`config.mk`:
```
export PLATFORM = sky130hd
export DESIGN_NAME = button_event
export DESIGN_NICKNAME = d
export VERILOG_FILES = /design/src/rtl/button_event.sv
export SDC_FILE = /design/constraint.sdc
export NUM_CORES = 1
export LEC_CHECK = 0
export CORE_MARGIN = 5
export CORE_UTILIZATION = 35
export CTS_CLUSTER_SIZE = 40
export DETAILED_ROUTE_END_ITERATION = 6
export PLACE_DENSITY = 0.62
export SYNTH_ARGS = -nofsm -noshare
export SYNTH_HDL_FRONTEND = slang
export SYNTH_SLANG_ARGS = --single-unit
```
`constraint.sdc`:
```
create_clock -name i_sys_clk -period 2.02 [get_ports i_sys_clk]
set_input_delay 0.404 -clock i_sys_clk [delete_from_list [all_inputs] [get_ports i_sys_clk]]
set_output_delay 0.404 -clock i_sys_clk [all_outputs]
set_load 0.05 [all_outputs]
```
`src/rtl/button_event.sv`:
```
// Purpose: turns a debounced button level into press/release/click/double/long event pulses.
// Latency: every pulse is registered, high for one cycle after the edge that detects its cause.
// Backpressure: none; pulses are fire-and-forget. BUTTON_DOUBLE_CLICK_EN enables double-click.
//
// With BUTTON_DOUBLE_CLICK_EN undefined the GAP/PRESS2 states do not exist, a short
// release reports the click immediately and o_double is tied low.
module button_event #(
  parameter logic PRESSED_LEVEL = 1'b0,
  parameter int   LONG_CYCLES   = 25_000_000,
  parameter int   DOUBLE_CYCLES = 12_500_000
) (
  input  logic       i_sys_clk,
  input  logic       i_rst,
  input  logic       i_signal,
  output logic       o_press,
  output logic       o_release,
  output logic       o_click,
  output logic       o_double,
  output logic       o_long,
  output logic [7:0] o_click_cnt
);

  localparam logic [23:0] TIMER_MAX = 24'hFF_FFFF;
  // Compare against N-1: the timer reads 0 on the first cycle after entry.
  localparam logic [23:0] LONG_LAST = 24'(LONG_CYCLES - 1);

`ifdef BUTTON_DOUBLE_CLICK_EN
  localparam logic [23:0] DOUBLE_LAST = 24'(DOUBLE_CYCLES - 1);

  typedef enum logic [2:0] {
    IDLE   = 3'd0,
    PRESS  = 3'd1,
    HELD   = 3'd2,
    GAP    = 3'd3,
    PRESS2 = 3'd4
  } state_t;
`else
  typedef enum logic [2:0] {
    IDLE  = 3'd0,
    PRESS = 3'd1,
    HELD  = 3'd2
  } state_t;

  // The gap length only matters when double-click detection is built in.
  logic unused_double_cycles;
  assign unused_double_cycles = (DOUBLE_CYCLES != 0);
`endif

  state_t      state;
  state_t      state_nxt;
  logic [23:0] timer;
  logic [23:0] timer_nxt;
  logic [23:0] timer_inc;
  logic        prev_lvl;

  logic        press_nxt;
  logic        release_nxt;
  logic        click_nxt;
  logic        double_nxt;
  logic        long_nxt;
  logic [7:0]  click_cnt_nxt;

  logic        pressed;
  logic        press_edge;
  logic        release_edge;

  assign pressed      = (i_signal == PRESSED_LEVEL);
  assign press_edge   = pressed && (prev_lvl != PRESSED_LEVEL);
  assign release_edge = !pressed && (prev_lvl == PRESSED_LEVEL);

  // Saturating increment so a very long hold can never wrap back into a threshold.
  assign timer_inc = (timer == TIMER_MAX) ? timer : timer + 24'd1;

  // Previous level; reset to "not pressed" so a key held through reset is seen as a fresh press.
  always_ff @(posedge i_sys_clk or posedge i_rst) begin
    if (i_rst) begin
      prev_lvl <= ~PRESSED_LEVEL;
    end else begin
      prev_lvl <= i_signal;
    end
  end

  // State, timer and registered event outputs.
  always_ff @(posedge i_sys_clk or posedge i_rst) begin
    if (i_rst) begin
      state       <= IDLE;
      timer       <= '0;
      o_press     <= 1'b0;
      o_release   <= 1'b0;
      o_click     <= 1'b0;
      o_long      <= 1'b0;
      o_click_cnt <= '0;
    end else begin
      state       <= state_nxt;
      timer       <= timer_nxt;
      o_press     <= press_nxt;
      o_release   <= release_nxt;
      o_click     <= click_nxt;
      o_long      <= long_nxt;
      o_click_cnt <= click_cnt_nxt;
    end
  end

`ifdef BUTTON_DOUBLE_CLICK_EN
  // Double-click pulse register, only present when the feature is built in.
  always_ff @(posedge i_sys_clk or posedge i_rst) begin
    if (i_rst) begin
      o_double <= 1'b0;
    end else begin
      o_double <= double_nxt;
    end
  end
`else
  assign o_double = 1'b0;
`endif

  // Next-state and next-pulse decode; edges that cannot occur in a state fall through unhandled.
  always_comb begin
    state_nxt     = state;
    timer_nxt     = timer_inc;
    press_nxt     = 1'b0;
    release_nxt   = 1'b0;
    click_nxt     = 1'b0;
    double_nxt    = 1'b0;
    long_nxt      = 1'b0;
    click_cnt_nxt = o_click_cnt;

    case (state)
      IDLE: begin
        timer_nxt = '0;
        if (press_edge) begin
          press_nxt = 1'b1;
          state_nxt = PRESS;
        end
      end

      PRESS: begin
        // A release on the threshold cycle means the key was not "still pressed": short press.
        if (release_edge) begin
          release_nxt = 1'b1;
          timer_nxt   = '0;
`ifdef BUTTON_DOUBLE_CLICK_EN
          state_nxt   = GAP;
`else
          click_nxt     = 1'b1;
          click_cnt_nxt = o_click_cnt + 8'd1;
          state_nxt     = IDLE;
`endif
        end else if (pressed && (timer == LONG_LAST)) begin
          long_nxt  = 1'b1;
          state_nxt = HELD;
        end
      end

      HELD: begin
        // A long press never becomes a click.
        if (release_edge) begin
          release_nxt = 1'b1;
          state_nxt   = IDLE;
        end
      end

`ifdef BUTTON_DOUBLE_CLICK_EN
      GAP: begin
        // Press is tested first so it wins a tie with the gap expiring.
        if (press_edge && (timer <= DOUBLE_LAST)) begin
          press_nxt  = 1'b1;
          double_nxt = 1'b1;
          timer_nxt  = '0;
          state_nxt  = PRESS2;
        end else if (timer >= DOUBLE_LAST) begin
          click_nxt     = 1'b1;
          click_cnt_nxt = o_click_cnt + 8'd1;
          state_nxt     = IDLE;
        end
      end

      PRESS2: begin
        // Second press of a double click: no long detection here.
        if (release_edge) begin
          release_nxt = 1'b1;
          state_nxt   = IDLE;
        end
      end
`endif

      default: begin
        state_nxt = IDLE;
        timer_nxt = '0;
      end
    endcase
  end

endmodule
```
=== Word-level counts from Yosys, hierarchy flattened ===
Cells that the tools add are included.
W data, S select, Z words.

* Add/subtract/negate cells: 2
* Multiply operators: 0
* Div/mod/pow operators: 0
* $lt $le $gt $ge: 0
* Equal/unequal tests: 7
* Shift operators: 0
* Multiplexer cells: 16
* Bitwise operators: 2
* Reductions and logical operators: 7

{| class="wikitable"
|+ Operators by type and width
! operator !! number
|-
| $mux W24 || 2
|-
| $pmux W24 S2 || 1
|-
| $add A24 B1 Y24 const B || 1
|-
| $eq A24 B23 Y1 const B || 1
|-
| $eq A24 B24 Y1 const B || 1
|-
| $mux W3 || 4
|-
| $pmux W3 S3 || 1
|-
| $add A8 B1 Y8 const B || 1
|-
| $mux W1 || 8
|-
| $ne A2 B2 Y1 const B || 2
|-
| $eq A3 B1 Y1 const B || 1
|-
| $eq A3 B2 Y1 const B || 1
|-
| $logic_and A1 B1 Y1 || 3
|-
| $logic_not A3 Y1 || 1
|-
| $ne A3 B3 Y1 const B || 1
|-
| $reduce_and A3 Y1 || 1
|-
| $not A1 Y1 || 2
|-
| $reduce_and A2 Y1 || 1
|-
| $reduce_or A2 Y1 || 1
|}

* Bits in registers: 40
* Latch bits: 0
* Memory bits (writable): 0
* Memory bits (read-only): 0
* Input port bits: 3
* Output and inout bits: 13
* Word-level logic and storage cells: 42
* Memories kept: 0

=== Logic depth before layout (Yosys ltp) ===
Gate-level depths: netlist of run 1.

* Word-level depth: 5
* Mapped depth: 7
* Depth with buffers taken out: 6

=== Worst setup path after synthesis of run 1 ===
OpenSTA, ideal clock, no wires.

* Kind: register to register
* From: register timer[0]
* To: register timer[19]
* Library setup time: 79 ps
* Arrival: 1,545 ps
* Data required time: 1,941 ps
* Slack: 396 ps
* Cell stages (with the launch flop): 7
* Path buffers: 1
* Period minus slack after synthesis: 1,624 ps
* Path through: dfrtp_1 > ha_1 > nand4_1 > nor4_1 > buf_2 > or4_1 > a21oi_1

* Word-level cells in the longest chain between the ends: 4
* Elaborated cells on any way between the ends: 5
* Those cells by class: add/sub (1); eq/ne (1); mux (3)

{| class="wikitable"
|+ RTL lines
! element !! line !! RTL
|-
| start: declaration || 51 || <nowiki>logic [23:0] timer;</nowiki>
|-
| start signal: assignment || 95 || <nowiki>timer <= timer_nxt;</nowiki>
|-
| $add A24 B1 Y24 or $eq A24 B24 Y1 (tied branches) || 72 || <nowiki>assign timer_inc = (timer == TIMER_MAX) ? timer : timer + 24'd1;</nowiki>
|-
| $mux W24 (*) || 72 ||
|-
| $mux W24 || 139 || <nowiki>if (release_edge) begin</nowiki>
|-
| $pmux W24 S2 (*) || 128 || <nowiki>case (state)</nowiki>
|-
| net timer_nxt[19] || 52 || <nowiki>logic [23:0] timer_nxt;</nowiki>
|}

Mark *: on every way through the listed nets, which the timed path passes. The rest lies on a longest branch.
A chain may end at the register's enable or synchronous reset.

=== Final worst setup path of run 1 ===
* From: register o_click_cnt[3]
* To: output port o_click_cnt[3]

{| class="wikitable"
|+ RTL lines
! element !! line !! RTL
|-
| start: declaration || 20 || <nowiki>output logic [7:0] o_click_cnt</nowiki>
|-
| start signal: assignment || 100 || <nowiki>o_click_cnt <= click_cnt_nxt;</nowiki>
|}

No word-level cell between the ends.

==> run metrics, run 1 <==
Root Buffer=clkbuf_8; # H-tree levels=2; setup TNS=0 ns; critical path depth in cells=1; top cells by area, synth=dfrtp_1, a21oi_1, nand3_1; vias post-DR=1,800; Final Hold Violating Endpoints=0; Post-Syn Instances=~220; Tcrit/Tclk final=96.2%; Critical Path, Cell by Cell=clkdlybuf4s50_1; Fin Clk Skew=~0.0062 ns; Die X=89.3 um; Worst VDD drop=0.000668 V; Congestion Overflow GR=0; drt via density=between 5 and 6; largest net degree at the start of global routing=31; Final Critical Period=1.94 ns; FF+latch count, synth=39; # Max-Cap Violations=0; synth warn=0; Total Power=2.00 mW; Clock Tree Buf Depth=2; Layout area overhead=16.2%; Req. time, crit path=1.62 ns; TritonCTS clock tree=built; Slew Limit Fails=0; slowest cell on the critical path=clkdlybuf4s50_1; WP data arrival=roughly 1.5 ns; Yosys top cell by area=dfrtp_1; gp weighted congestion=0.856; Leak=1.02 nW; Core Box Area=6240 um2; Routed Antenna Nets=0; syn nets=232; synthesized cell area=2200 um2; vias in the first global route=1,726; Die ar.=7980 um2; R2R setup slack=0.15 ns; Num Clock Sinks=39; r2r endpoint=timer[16]; Detailed Place HPWL=between 3000 and 4000 um; Post-synth top cells=dfrtp_1, a21oi_1, nand3_1, nand2_1, o31ai_1; initial DRC count=110; n_diodes=0; Worst-path clk slew=0.08 ns; DRC=0; RSZ-0062 raised after global routing=no; Peak Freq=514 MHz; sequential fraction of the synthesis area=44.3%; Starting Density=35.3%; fraction of layout cells with a size suffix above 1=between 10% and 20%; CP endpoint kind=output pin; Post-CTS Setup Bufs=0; Hold Path Class=input pin to async pin; Nets=253; Total Routed Length=between 4000 and 5000 um; # setup viols final=0; Crit path largest cell delay=around 0.83 ns; post-synthesis cell type count=49; CTS buffer count=5; wire per inst=14.8 um; synthesized area per cell=9.84 um2; post-cts repair resize count=0; initial antenna violation count=0; CTS Hold Bufs=0; pwr dens=782 nW/um2; area share of the largest cell type after synthesis=around 43%; drt pass-1 iters=5; critical path class=flip-flop to output pin; RR Startpoint=timer[0]; IO buf count=14; GRT Util Overall=13.3%; clock insertion delay at the later pin of the skew report=around 0.30 ns; # rows=29; Post-synth EDFFs=0; Die Y=89.3 um; count leader, synth=dfrtp_1; CP Max Fanout=5; Worst R2R Path Depth=6; first-pass GRT wire length=around 8300 um; Ports=16; Startpoint Class=flip-flop; Crit path max-delay family=buffers and inverters; status=finished clean; worst path buffer plus inverter count=1; Primary FF master, synth=dfrtp_1; ys async rst share=100%
## where the power goes
part | switching (mW) | internal, mW | total, mW
Combinational | 0.375 | 0.216 | 0.590
Sequential | 0.0523 | 0.839 | 0.892
Clock | 0.276 | 0.243 | 0.519
Total | 0.703 | 1.30 | 2.00
## layer usage
metal | global-route usage (%) | part of all wire (%) | up-vias
li1 | - | - | 881
met1 | 18.3 | 49 | 864
met2 | 20.4 | 44 | 44
met3 | 3.13 | 5.3 | 11
met4 | 4.60 | 1.7 | 0
met5 | 0 | 0 | -
## final cells by class
cell class | count | area [um2]
clock buffer | 7 | 76.3
tap | 77 | 96.3
multi-input combinational | 167 | 1130
timing repair buffer | 26 | 255
inverter | 6 | 22.5
clock inverter | 1 | 5.00
fill | 635 | 3680
sequential | 39 | 977
## cell families after synthesis
kind of cell    after synthesis  share of synthesized area, %
other cells                   1                         0.170
fa+ha+maj                     5                          2.84
simple gates                103                          29.4
compound gates               44                          12.7
mux                           7                          3.24
buf+inv                      18                          4.49
xor+xnor                      7                          2.78
flops                        39                          44.3
## through the flow
stage | util, % | area, um2 | hold slack, ns | std cells | worst slack, ns
after CTS | 41.0 | 2560 | 0.412 | 323 | 0.0545
after global routing | 41.0 | 2560 | 0.440 | 323 | 0.00440
after global placement | 39.7 | 2480 | 0.461 | 315 | 0.204
after detailed placement | 39.7 | 2480 | 0.480 | 315 | 0.118
after floorplan | - | 2200 | 0.408 | 224 | 0.396
final | 41.0 | 2560 | 0.404 | 323 | 0.0761
## flip-flops by register name, summed over array words and instances (netlist names)
name	cells
o_long	1
prev_lvl	1
o_click_cnt	8
state	2
o_release	1
timer	24
o_click	1
o_press	1
## how the worst max path moves through the flow
stage,end,startpoint
3_3_place_gp,state[0],i_signal
2_1_floorplan,timer[19],timer[0]
6_report,o_click_cnt[3],o_click_cnt[3]
5_1_grt,o_click_cnt[3],o_click_cnt[3]
4_1_cts,o_click_cnt[3],o_click_cnt[3]
3_5_place_dp,state[0],i_signal
## layout by cell type (no fill, tap or decap), types with 6 or more instances in the layout
master | netlist | routed
or4_1 | 9 | 9
dfrtp_1 | 38 | 38
and3_1 | 7 | 7
a21oi_1 | 19 | 19
nand3b_1 | 6 | 6
nor2_1 | 9 | 9
inv_1 | 6 | 6
buf_4 | 1 | 10
nor3_1 | 7 | 7
mux2i_1 | 6 | 6
nand3_1 | 18 | 18
nand2_1 | 14 | 14
o31ai_1 | 11 | 11
clkdlybuf4s50_1 | 0 | 14
Power figures use the tool's default switching activity.
==> run 2: changes to the inputs <==
--- a/config.mk
+++ b/config.mk
@@ -5,6 +5,7 @@
 export SDC_FILE = /design/constraint.sdc
 export NUM_CORES = 1
 export LEC_CHECK = 0
+export CAP_MARGIN = 20
 export CORE_MARGIN = 5
 export CORE_UTILIZATION = 35
 export CTS_CLUSTER_SIZE = 40
==> results of run 2 <==
Same layout as run 1: the final DEF is identical, and so are final timing and power.
==> variant: new RTL, flow settings as in run 2 <==
Add a define of `BUTTON_DOUBLE_CLICK_EN`.
--- a/src/rtl/button_event.sv
+++ b/src/rtl/button_event.sv
@@ -6,2 +6,4 @@
 // release reports the click immediately and o_double is tied low.
+`define BUTTON_DOUBLE_CLICK_EN
+
 module button_event #(
Formal check against the unedited RTL: not equivalent (a bounded check fails within 4 cycles, from zero or initial values and one cycle with i_rst high).
==> variant against run 2 <==
  * The flow now finishes with violations (negative setup slack)
  * Cell area rose by 16%
  * Wire length is 5.9% higher
  * Worst setup slack got worse by 0.16 ns
  * Cell count grew 12%
  * Die area decreased by 1.4%
  * Power is 20% higher
  * Synthesized area decreased by 1.5%
  * Global-route usage up 0.81 points
  * Sequential power rose by 4.7%
  * Register-to-register slack got worse by 0.24 ns
  * Sequential cell count increased by 2
  * Highest routed layer unchanged
==> variant: results (changes against run 2) <==
set qor(outcome) {finished, violations left}
set qor(failed_checks) {negative setup slack}
set qor(vias_in_the_first_global_route) 1854 ;# +7.4%
set qor(timing.reg2reg.worst_path_depth) 8 ;# +2
set qor(gpl.final_weighted_congestion) 0.819 ;# -4.4%
set qor(cells_taking_the_most_area_after_synthesis) {sky130_fd_sc_hd__dfrtp_1 46%, sky130_fd_sc_hd__xor2_1 6.9%, sky130_fd_sc_hd__nor2_1 6.4%}
set qor(placed_cell_area_um2) 2740 ;# +10%
set qor(place_inst) 349 ;# +11%
set qor(grt_pass1_wl_mm) 8.61 ;# +3.7%
set qor(grt_start_max_net_pins) 42 ;# +35%
set qor(finalNetCount) 290 ;# +15%
set qor(fin_tns_setup_ns) -0.245 ;# -0.245 ns
set qor(layout-drive-gt1-share_pct) 28.7 ;# +16 points
set qor(synth_top_cells_by_count) {40 x sky130_fd_sc_hd__dfrtp_1, 37 x sky130_fd_sc_hd__nor2_1, 18 x sky130_fd_sc_hd__nand3_1}
set qor(antenna_found_initial) 0 ;# unchanged
set qor(dp_worst_setup_slack_ns) -0.138 ;# -0.255 ns
set qor(final-setup-viol-count) 10 ;# +10
set qor(routed-via-count) 1831 ;# +1.7%
set qor(final_worst_setup_slack_ns) -0.0861 ;# -0.162 ns
set qor(timing.critical_path.fanout_max) 7 ;# +2
set qor(count_of_non_filler_cells_in_the_finished_layout) 361 ;# +12%
set qor(final.setup_skew_ns) 0.00752 ;# +0.00132 ns
set qor(global_route_total_usage_across_every_layer_pct) 14.1 ;# +0.81 points
set qor(largest_registers) {timer x24, o_click_cnt x8, state x3}
set qor(ir_drop_mv) 0.568 ;# -15%
set qor(detailed_place_hpwl_mm) 3.55 ;# +6.7%
set qor(synth_cell_types) 41 ;# -16%
set qor(avgRoutedWirePerCell_um) 14.0 ;# -5.2%
set qor(worstPathArrival_ns) 2.35 ;# +0.81 ns
set qor(synth-seq-area-share_pct) 47.3 ;# +3.0 points
set qor(detail_route.first_pass.iterations) 4 ;# -1
set qor(detailedRoute.firstIterationViolations) 55 ;# -50%
set qor(io_buffer_count) 15 ;# +1
set qor(syn-mean-instance-area_um2) 9.60 ;# -2.4%
set qor(num-fill-cells) 564 ;# -11%
set qor(swShare_pct) 32.8 ;# -2.4 points
variant: cell count changes in the layout (fill, tap and decap cells not counted), sizes merged, moves of 7 or more:
cell / delta
and3: -7
or4: -8
a21oi: -18
o31ai: -11
nor2: +29
buf: +36
xor2: +14
variant: power by group through the flow:
stage	Combinational, mW	Sequential [mW]	Clock, mW
after detailed placement	0.731	0.949	0
after global placement	0.716	0.948	0
after CTS	0.757	0.934	0.719
after global routing	0.838	0.942	0.753
final	0.770	0.934	0.700
after floorplan	0.439	1.00	0
variant: cell type report:
class | instances | area, µm² | share of cell area, %
clock inverter | 2 | 37.5 | 1.26
timing repair buffer | 62 | 532 | 17.9
tap | 75 | 93.8 | 3.16
clock buffer | 6 | 82.6 | 2.78
multi-input combinational | 167 | 1170 | 39.3
sequential | 41 | 1030 | 34.6
inverter | 8 | 30.0 | 1.01
variant: path summary, 6_finish.rpt:
kind                           startpoint              to  slack (ns)
max in group asynchronous           i_rst        prev_lvl        1.30
max                              timer[0]  o_click_cnt[2]       -0.09
min in group i_sys_clk     o_click_cnt[7]  o_click_cnt[7]        0.48
max reg2reg                      timer[0]  o_click_cnt[2]       -0.09
min                                 i_rst        o_double        0.45
min reg2reg                o_click_cnt[7]  o_click_cnt[7]        0.48
variant: cell families after synthesis:
logic type	Yosys count	synth area share [%]
AND/OR/NAND/NOR	114	27.2
flip-flops	41	47.3
multiplexers	3	1.44
buffers and inverters	18	3.52
adder cells (fa/ha/maj)	2	1.15
XOR/XNOR	27	10.9
AO/OA/AOI/OAI	21	8.42
variant: repair_timing:
item | 4_1_cts | 5_1_grt
gates resized for setup | 6 | 11
cloned | 0 | 0
pin swaps | 5 | 4
setup buffers | 3 | 1
endpoints found under the setup margin | 30 | 37
variant: metal layers:
| metal | wire, µm | global-route usage [%] | part of all wire, % |
|---|---|---|---|
| met1 | 2380 | 18.6 | 47 |
| met2 | 2340 | 22.1 | 46 |
| met3 | 244 | 3.45 | 4.8 |
| met4 | 84 | 5.77 | 1.7 |
| met5 | 0 | 0 | 0 |
variant: critical path, cell delays in order, from the launching register on:
cell                       delay (ns)
sky130_fd_sc_hd__dfrtp_1         0.40
sky130_fd_sc_hd__ha_4            0.17
sky130_fd_sc_hd__nand4_4         0.08
sky130_fd_sc_hd__a211oi_2        0.23
sky130_fd_sc_hd__nor4_2          0.07
sky130_fd_sc_hd__o32a_1          0.39
sky130_fd_sc_hd__buf_4           0.18
sky130_fd_sc_hd__or4_1           0.46
sky130_fd_sc_hd__nand2b_1        0.08
